[config.mk]
export PLATFORM = sky130hd
export DESIGN_NAME = seq_mult
export DESIGN_NICKNAME = d
export VERILOG_FILES = /design/src/rtl/seq_mult.sv
export SDC_FILE = /design/constraint.sdc
export NUM_CORES = 1
export LEC_CHECK = 0
export BUFFER_PORTS_ARGS = -buffer_cell sky130_fd_sc_hd__buf_2
export CAP_MARGIN = 10
export CORE_ASPECT_RATIO = 0.7
export CORE_MARGIN = 1.5
export CORE_UTILIZATION = 45
export CTS_CLUSTER_DIAMETER = 60
export CTS_CLUSTER_SIZE = 16
export DETAILED_ROUTE_END_ITERATION = 8
export GPL_TIMING_DRIVEN = 0
export PLACE_DENSITY = 0.72
export SETUP_SLACK_MARGIN = 0.15
export SKIP_CTS_REPAIR_TIMING = 1
export SLEW_MARGIN = 20
export SYNTH_ARGS = -nofsm -noshare
export SYNTH_HDL_FRONTEND = slang
export SYNTH_SLANG_ARGS = --single-unit
[constraint.sdc]
create_clock -name clk -period 7.6 [get_ports clk]
set_clock_uncertainty 0.05 [all_clocks]
set_input_delay 1.14 -clock clk [delete_from_list [all_inputs] [get_ports clk]]
set_output_delay 1.14 -clock clk [all_outputs]
set_load 0.01 [all_outputs]
[src/rtl/seq_mult.sv]
// Sequential shift-and-add multiplier: WIDTH-bit operands, 2*WIDTH-bit product, signed/unsigned at runtime.
// Optional `SEQ_MULT_EARLY_TERM_EN leaves CALC as soon as the remaining multiplier bits are all zero.
module seq_mult #(
  parameter int WIDTH = 16,
  parameter int CNT_W = $clog2(WIDTH + 1)
) (
  input  logic                 clk,
  input  logic                 rst_n,
  input  logic                 start,
  input  logic                 signed_mode,
  input  logic [WIDTH-1:0]     a_in,
  input  logic [WIDTH-1:0]     b_in,
  output logic                 busy,
  output logic                 done,
  output logic [2*WIDTH-1:0]   product
);

  localparam int PW = 2 * WIDTH;

  typedef enum logic [1:0] {
    IDLE = 2'd0,
    CALC = 2'd1,
    FIX  = 2'd2
  } state_t;

  state_t             state, state_nxt;
  logic [PW-1:0]      a_reg, a_nxt;
  logic [WIDTH-1:0]   b_reg, b_nxt;
  logic [PW-1:0]      acc, acc_nxt;
  logic [CNT_W-1:0]   cnt, cnt_nxt;
  logic               neg, neg_nxt;
  logic               busy_nxt, done_nxt;
  logic [PW-1:0]      product_nxt;
  logic [WIDTH-1:0]   b_shift;
  logic [PW-1:0]      acc_sum;

  // Unsigned magnitude of an operand; the most negative value maps to 2^(WIDTH-1), which still fits.
  function automatic logic [WIDTH-1:0] magnitude(input logic [WIDTH-1:0] v, input logic is_signed);
    logic signed [WIDTH-1:0] sv;
    sv = v;
    if (is_signed && sv < 0)
      return ~v + WIDTH'(1);
    else
      return v;
  endfunction

  // Re-applies the sign recorded at start to the accumulated magnitude product.
  function automatic logic [PW-1:0] apply_sign(input logic [PW-1:0] v, input logic n);
    return n ? (~v + PW'(1)) : v;
  endfunction

  always_ff @(posedge clk or negedge rst_n) begin
    if (!rst_n) begin
      state   <= IDLE;
      a_reg   <= '0;
      b_reg   <= '0;
      acc     <= '0;
      cnt     <= '0;
      neg     <= 1'b0;
      busy    <= 1'b0;
      done    <= 1'b0;
      product <= '0;
    end else begin
      state   <= state_nxt;
      a_reg   <= a_nxt;
      b_reg   <= b_nxt;
      acc     <= acc_nxt;
      cnt     <= cnt_nxt;
      neg     <= neg_nxt;
      busy    <= busy_nxt;
      done    <= done_nxt;
      product <= product_nxt;
    end
  end

  assign b_shift = b_reg >> 1;
  assign acc_sum = acc + a_reg;

  always_comb begin
    state_nxt   = state;
    a_nxt       = a_reg;
    b_nxt       = b_reg;
    acc_nxt     = acc;
    cnt_nxt     = cnt;
    neg_nxt     = neg;
    busy_nxt    = busy;
    done_nxt    = 1'b0;
    product_nxt = product;
    case (state)
      IDLE: begin
        if (start) begin
          a_nxt     = PW'(magnitude(a_in, signed_mode));
          b_nxt     = magnitude(b_in, signed_mode);
          acc_nxt   = '0;
          cnt_nxt   = CNT_W'(WIDTH);
          neg_nxt   = signed_mode & (a_in[WIDTH-1] ^ b_in[WIDTH-1]);
          busy_nxt  = 1'b1;
          state_nxt = CALC;
        end
      end
      CALC: begin
        if (b_reg[0])
          acc_nxt = acc_sum;
        a_nxt   = a_reg << 1;
        b_nxt   = b_shift;
        cnt_nxt = cnt - CNT_W'(1);
        if (cnt == CNT_W'(1))
          state_nxt = FIX;
`ifdef SEQ_MULT_EARLY_TERM_EN
        if (b_shift == '0)
          state_nxt = FIX;
`else
`endif
      end
      FIX: begin
        product_nxt = apply_sign(acc, neg);
        done_nxt    = 1'b1;
        busy_nxt    = 1'b0;
        state_nxt   = IDLE;
      end
      default: begin
        state_nxt = IDLE;
        busy_nxt  = 1'b0;
      end
    endcase
  end

endmodule

# == Yosys cells after proc, flatten, opt, wreduce, memory -nomap -nowiden ==
# Index checks and enable logic that the tools add are counted.
# W data, S select, Z words.
# classes
addsub,5
n_lt_le_gt_ge,2
n_eq_ne,6
n_mux,18
bitwise_logic,6
reduce_logical,9
# op_table
operator,count
$mux W32,4
$pmux W32 S2,2
$mux W16,3
$add A16 B1 Y16 const B,2
$add A32 B1 Y32 const B,1
$add A32 B32 Y32,1
$lt A16 B1 Y1 const B,2
$not A16 Y16,2
$not A32 Y32,1
$pmux W16 S2,1
$pmux W5 S2,1
$reduce_and A2 Y1,4
$ne A2 B2 Y1 const B,3
$eq A5 B1 Y1 const B,1
$mux W5,1
$sub A5 B1 Y5 const B,1
$mux W2,2
$pmux W2 S2,1
$reduce_and A3 Y1,1
$eq A2 B1 Y1 const B,1
$eq A2 B2 Y1 const B,1
$logic_and A1 B1 Y1,2
$logic_not A2 Y1,1
$mux W1,2
other kinds (5),5
# word_totals
reg_bits,122
output_inout_bits,34

# == Logic depth before layout (Yosys ltp) ==
# logic_depth
depth_word,5
ltp_mapped,11

# == Worst setup path before layout ==
# OpenSTA, ideal clock, no wires.
# synth_timing
path_kind,in2reg
start,input a_in[3]
end,register a_reg[13]
setup_ns,0.133
arrival_time_ns,2.615
t_required_ns,7.417
path_slack_ns,4.802
cell_stages,8
path_cell_list,nor3_1 -> nand3b_1 -> or4_1 -> nor3_1 -> nand2_1 -> nand3_1 -> xor2_1 -> o21ai_0
# synth_via
elab_chain_cells,5
elab_cells_between_ends,7
cone_classes,1 x add/sub; 1 x order compare; 3 x mux; 1 x bitwise; 1 x reduce/logical
# synth_rtl
item,line,text
"start, declared",11,"input logic [WIDTH-1:0] a_in,"
$not A16 Y16 or $lt A16 B1 Y1 (tied branches),"42, 41",
$add A16 B1 Y16 or $logic_and A1 B1 Y1 (tied branches),"42, 41",
$mux W16 *,41,if (is_signed && sv < 0)
$mux W32 *,91,if (start) begin
$pmux W32 S2 *,89,case (state)
"end signal, assigned",65,a_reg <= a_nxt;
"end, declared",27,"logic [PW-1:0] a_reg, a_nxt;"
# Mark *: on every way between the ends. The rest lies on a longest branch, timed or not. The select of a mux whose other input is x is not followed.
# A chain may end at the register's enable or synchronous reset.

# == Worst setup path after layout ==
# layout_timing
start,register acc[0]
end,register acc[28]
# layout_via
elab_chain_cells,3
# layout_rtl
item,line,text
"start, declared",29,"logic [PW-1:0] acc, acc_nxt;"
"start signal, assigned",67,acc <= acc_nxt;
$add A32 B32 Y32,77,assign acc_sum = acc + a_reg;
$mux W32,102,if (b_reg[0])
$pmux W32 S2,89,
# No other way between the ends. The select of a mux whose other input is x is not followed.

==> flow_summary.toml <==
[floorplanning]
num_io_pins = 70
rows = 39
core_mm2 = 0.01630
chipWidth_um = 157.0
die_area_mm2 = 0.01739
die_y_um = 110.8
initial_utilization = 0.4582

[worst_setup_path]
worstPathMaxFanout = 5
worstSetupEndpointType = "register"
worstSetupStartpointType = "register"
crit_chain = "ha_1, inv_1, fa_1, nand2b_1, a21oi_1, o221a_2, o41ai_2, a21oi_1, a211oi_1, xor2_1, o21ai_1"
crit_type = "register to register"
r2r_slack_ns = 4.44
rr_worst_depth = 11
critPathRequiredTime_ns = 7.84
crit_arrival_ns = 3.40
critPathTopFamily = "compound AO/OA/AOI/OAI gates"
worst-path-buf-inv = 1
cpMostUsedCell = "a21oi_1"
rr_startpoint = "acc[0]$_DFFE_PN0P_"
slowest_delay_ns = 0.46
cp_slowest_cell = "dfrtp_1"
reg2reg_to = "acc[28]$_DFFE_PN0P_"

[sta]
grt_setup_unrepaired = "no"
setup_viol = 0
relSlewSlack = 0.4919
tightest_slew_ns = 0.7622
fmax_ghz = 0.3163
worst_slack_ns = 4.438
maxSlewViolCount = 0
finalSetupTns_ns = 0
min_period_ns = 3.162
final-hold-violation-count = 0
fin_crit_sh = 0.4160

[cells_and_area]
fin_cells = 1177
nets = 1012
drive_gt1_frac = 0.1197
antennaDiodeCount = 0
final_area_mm2 = 0.008708
syn_to_final_growth_pct = 16.60

[placement]
dp.cells = 1145
gp_congestion = 0.9398
dpl_cell_area_mm2 = 0.008129
io_buffers = 69
place_hpwl_um = 13860
pre_cts_slack_ns = 4.236

[pwr]
power.density_mw_per_mm2 = 428.3
leakage_nw = 4.095
power_mw = 3.729
ir_drop_uv = 159.2

[logic_synthesis]
synth_enable_flop_cells = 0
async_flop_share = 1.000
avgSynthCellArea_um2 = 8.786
yosysTopAreaCell = "dfrtp_1"
syn_area_mm2 = 0.007468
synth_cell_types = 60
yosysSeqAreaShare = 0.4088
yosysWarningCount = 0
netlist_instances = 850
ys_ff_latch = 122
ys.flop_type = "dfrtp_1"
syn_nets = 923
synthDominantCellAreaShare = 0.4088
synthTopCellsByArea = "dfrtp_1 (41%), nand2_1 (6.3%), o21ai_0 (6.2%), ha_1 (6.0%), xor2_1 (4.9%)"

[clocking]
ctsHtreeMaxLevel = 4
cts.clk_slew.worst_paths_ns = 0.05
cts_sinks = 122
numCtsBuffers = 17
cts.path.max_buffers = 2
clk_latency_ns = 0.42
cts_tree = "done"
cts-root-buf = "clkbuf_16"

[detailed_routing]
vias = 6534
firstDrtPassIters = 7
postRouteAntennaNets = 0
drt-total-wl_um = 18520
drt-vias-per-instance = 5.551
drt-initial-drc-count = 522
drc = 0
wl_per_cell_um = 15.73

[job]
drv_cap = 0

[min_path]
hold_path_class = "register to register"
hold_depth = 2
hold_start = "product[10]$_DFFE_PN0P_"
hold_path_end = "product[10]$_DFFE_PN0P_"

[status]
status = "complete, no violations"

[grt]
grt_use_total = 0.2232
grt-ovfl-total = 0
grt_pass1_wl_um = 30030
antenna_found_initial = 0
grt_max_degree = 64
grt_pass1_vias = 5824
worst register-to-register path, cell delays in order, from the launching register on:
cell and delay (ns):
dfrtp_1 0.46, ha_1 0.24, inv_1 0.06, fa_1 0.38, nand2b_1 0.19, a21oi_1 0.32
o221a_2 0.31, o41ai_2 0.10, a21oi_1 0.42, a211oi_1 0.16, xor2_1 0.24, o21ai_1 0.09
layout make-up:
type,count,area [µm²]
Fill cell,1513,7590
Multi-Input combinational cell,669,4195
Sequential cell,122,3053
Clock buffer,24,481.7
Timing Repair Buffer,70,379.1
Tap cell,225,281.5
Buffer,40,153.9
Clock inverter,8,92.59
Inverter,19,71.32
cells in the final DEF, fill, tap and decap left out, drive strengths merged, types with 3 or more instances in the layout:
cell,count
a21oi,46
clkbuf,57
o21a,7
nor4,7
a22oi,30
nand2b,10
nand3b,3
xnor2,36
inv,19
xor2,42
nand2,127
and2,5
nor3b,4
a32o,3
o31ai,10
dfrtp,122
or4,6
ha,36
buf,77
nand4,3
clkinv,5
a22o,4
o41ai,9
and3,5
or3,8
nand3,30
o21ai,118
a21o,14
nor2,48
nor3,18
nor2b,3
a31oi,6
mux2i,5
a211oi,5
Yosys cell counts, types with 4 or more instances:
cell type,count
nand2_1,125
dfrtp_1,122
o21ai_0,92
nor2_1,47
a21oi_1,45
xor2_1,42
ha_1,36
xnor2_1,36
clkbuf_1,33
a22oi_1,30
nand3_1,30
o21ai_1,26
inv_1,19
nor3_1,18
a21o_1,14
o31ai_1,10
nand2b_1,9
or3_1,8
nor4_1,7
o21a_1,7
o41ai_1,7
a31oi_1,6
a211oi_1,5
and2_1,5
and3_1,5
mux2i_1,5
a22o_1,4
buf_1,4
nor3b_1,4
or4_1,4
report_power, final:
part	leakage, nW	internal, mW	switching [mW]	total [mW]
clock	0.284	0.505	0.276	0.781
sequential	1.58	0.914	0.283	1.20
combinational	2.23	0.704	1.05	1.75
total	4.09	2.12	1.61	3.73
metal layers:
metal | part of all wire | global-route usage | vias to the layer above
met5 | 0 | 0 | -
met4 | 0.0087 | 0.06603 | 0
met3 | 0.046 | 0.04535 | 14
met2 | 0.42 | 0.3145 | 162
met1 | 0.53 | 0.3410 | 3108
li1 | - | - | 3250
cells by family (layout without fill, tap and decap cells):
| logic type | count (synthesis) | in the layout | synth area share |
|---|---|---|---|
| AOI/OAI and AO/OA | 269 | 269 | 0.2255 |
| adders and majority gates | 37 | 37 | 0.06299 |
| and+or+nand+nor | 280 | 280 | 0.1744 |
| DFF | 122 | 122 | 0.4088 |
| buffers and inverters | 59 | 161 | 0.03016 |
| muxes | 5 | 5 | 0.006702 |
| xor gates and xnor gates | 78 | 78 | 0.09147 |
stage by stage:
stage,util,hold WS [ns]
finish,0.5343,0.4202
detailed placement,0.4988,0.4148
global route,0.5343,0.4447
global placement,0.4967,0.4065
floorplan,-,0.3956
CTS,0.5340,0.4259
worst max path at each step:
stage | from | endpoint | slack, ns | depth (start not counted)
after floorplan | a_in[3] | a_reg[13]$_DFFE_PN0P_ | 4.80 | 8
after global placement | rst_n | a_reg[26]$_DFFE_PN0P_ | 3.83 | 1
after detailed placement | start | acc[17]$_DFFE_PN0P_ | 4.24 | 5
after CTS | acc[0]$_DFFE_PN0P_ | acc[28]$_DFFE_PN0P_ | 4.49 | 11
after global routing | acc[0]$_DFFE_PN0P_ | acc[28]$_DFFE_PN0P_ | 4.31 | 11
final | acc[0]$_DFFE_PN0P_ | acc[28]$_DFFE_PN0P_ | 4.44 | 11
(Power assumes the default switching activity.)
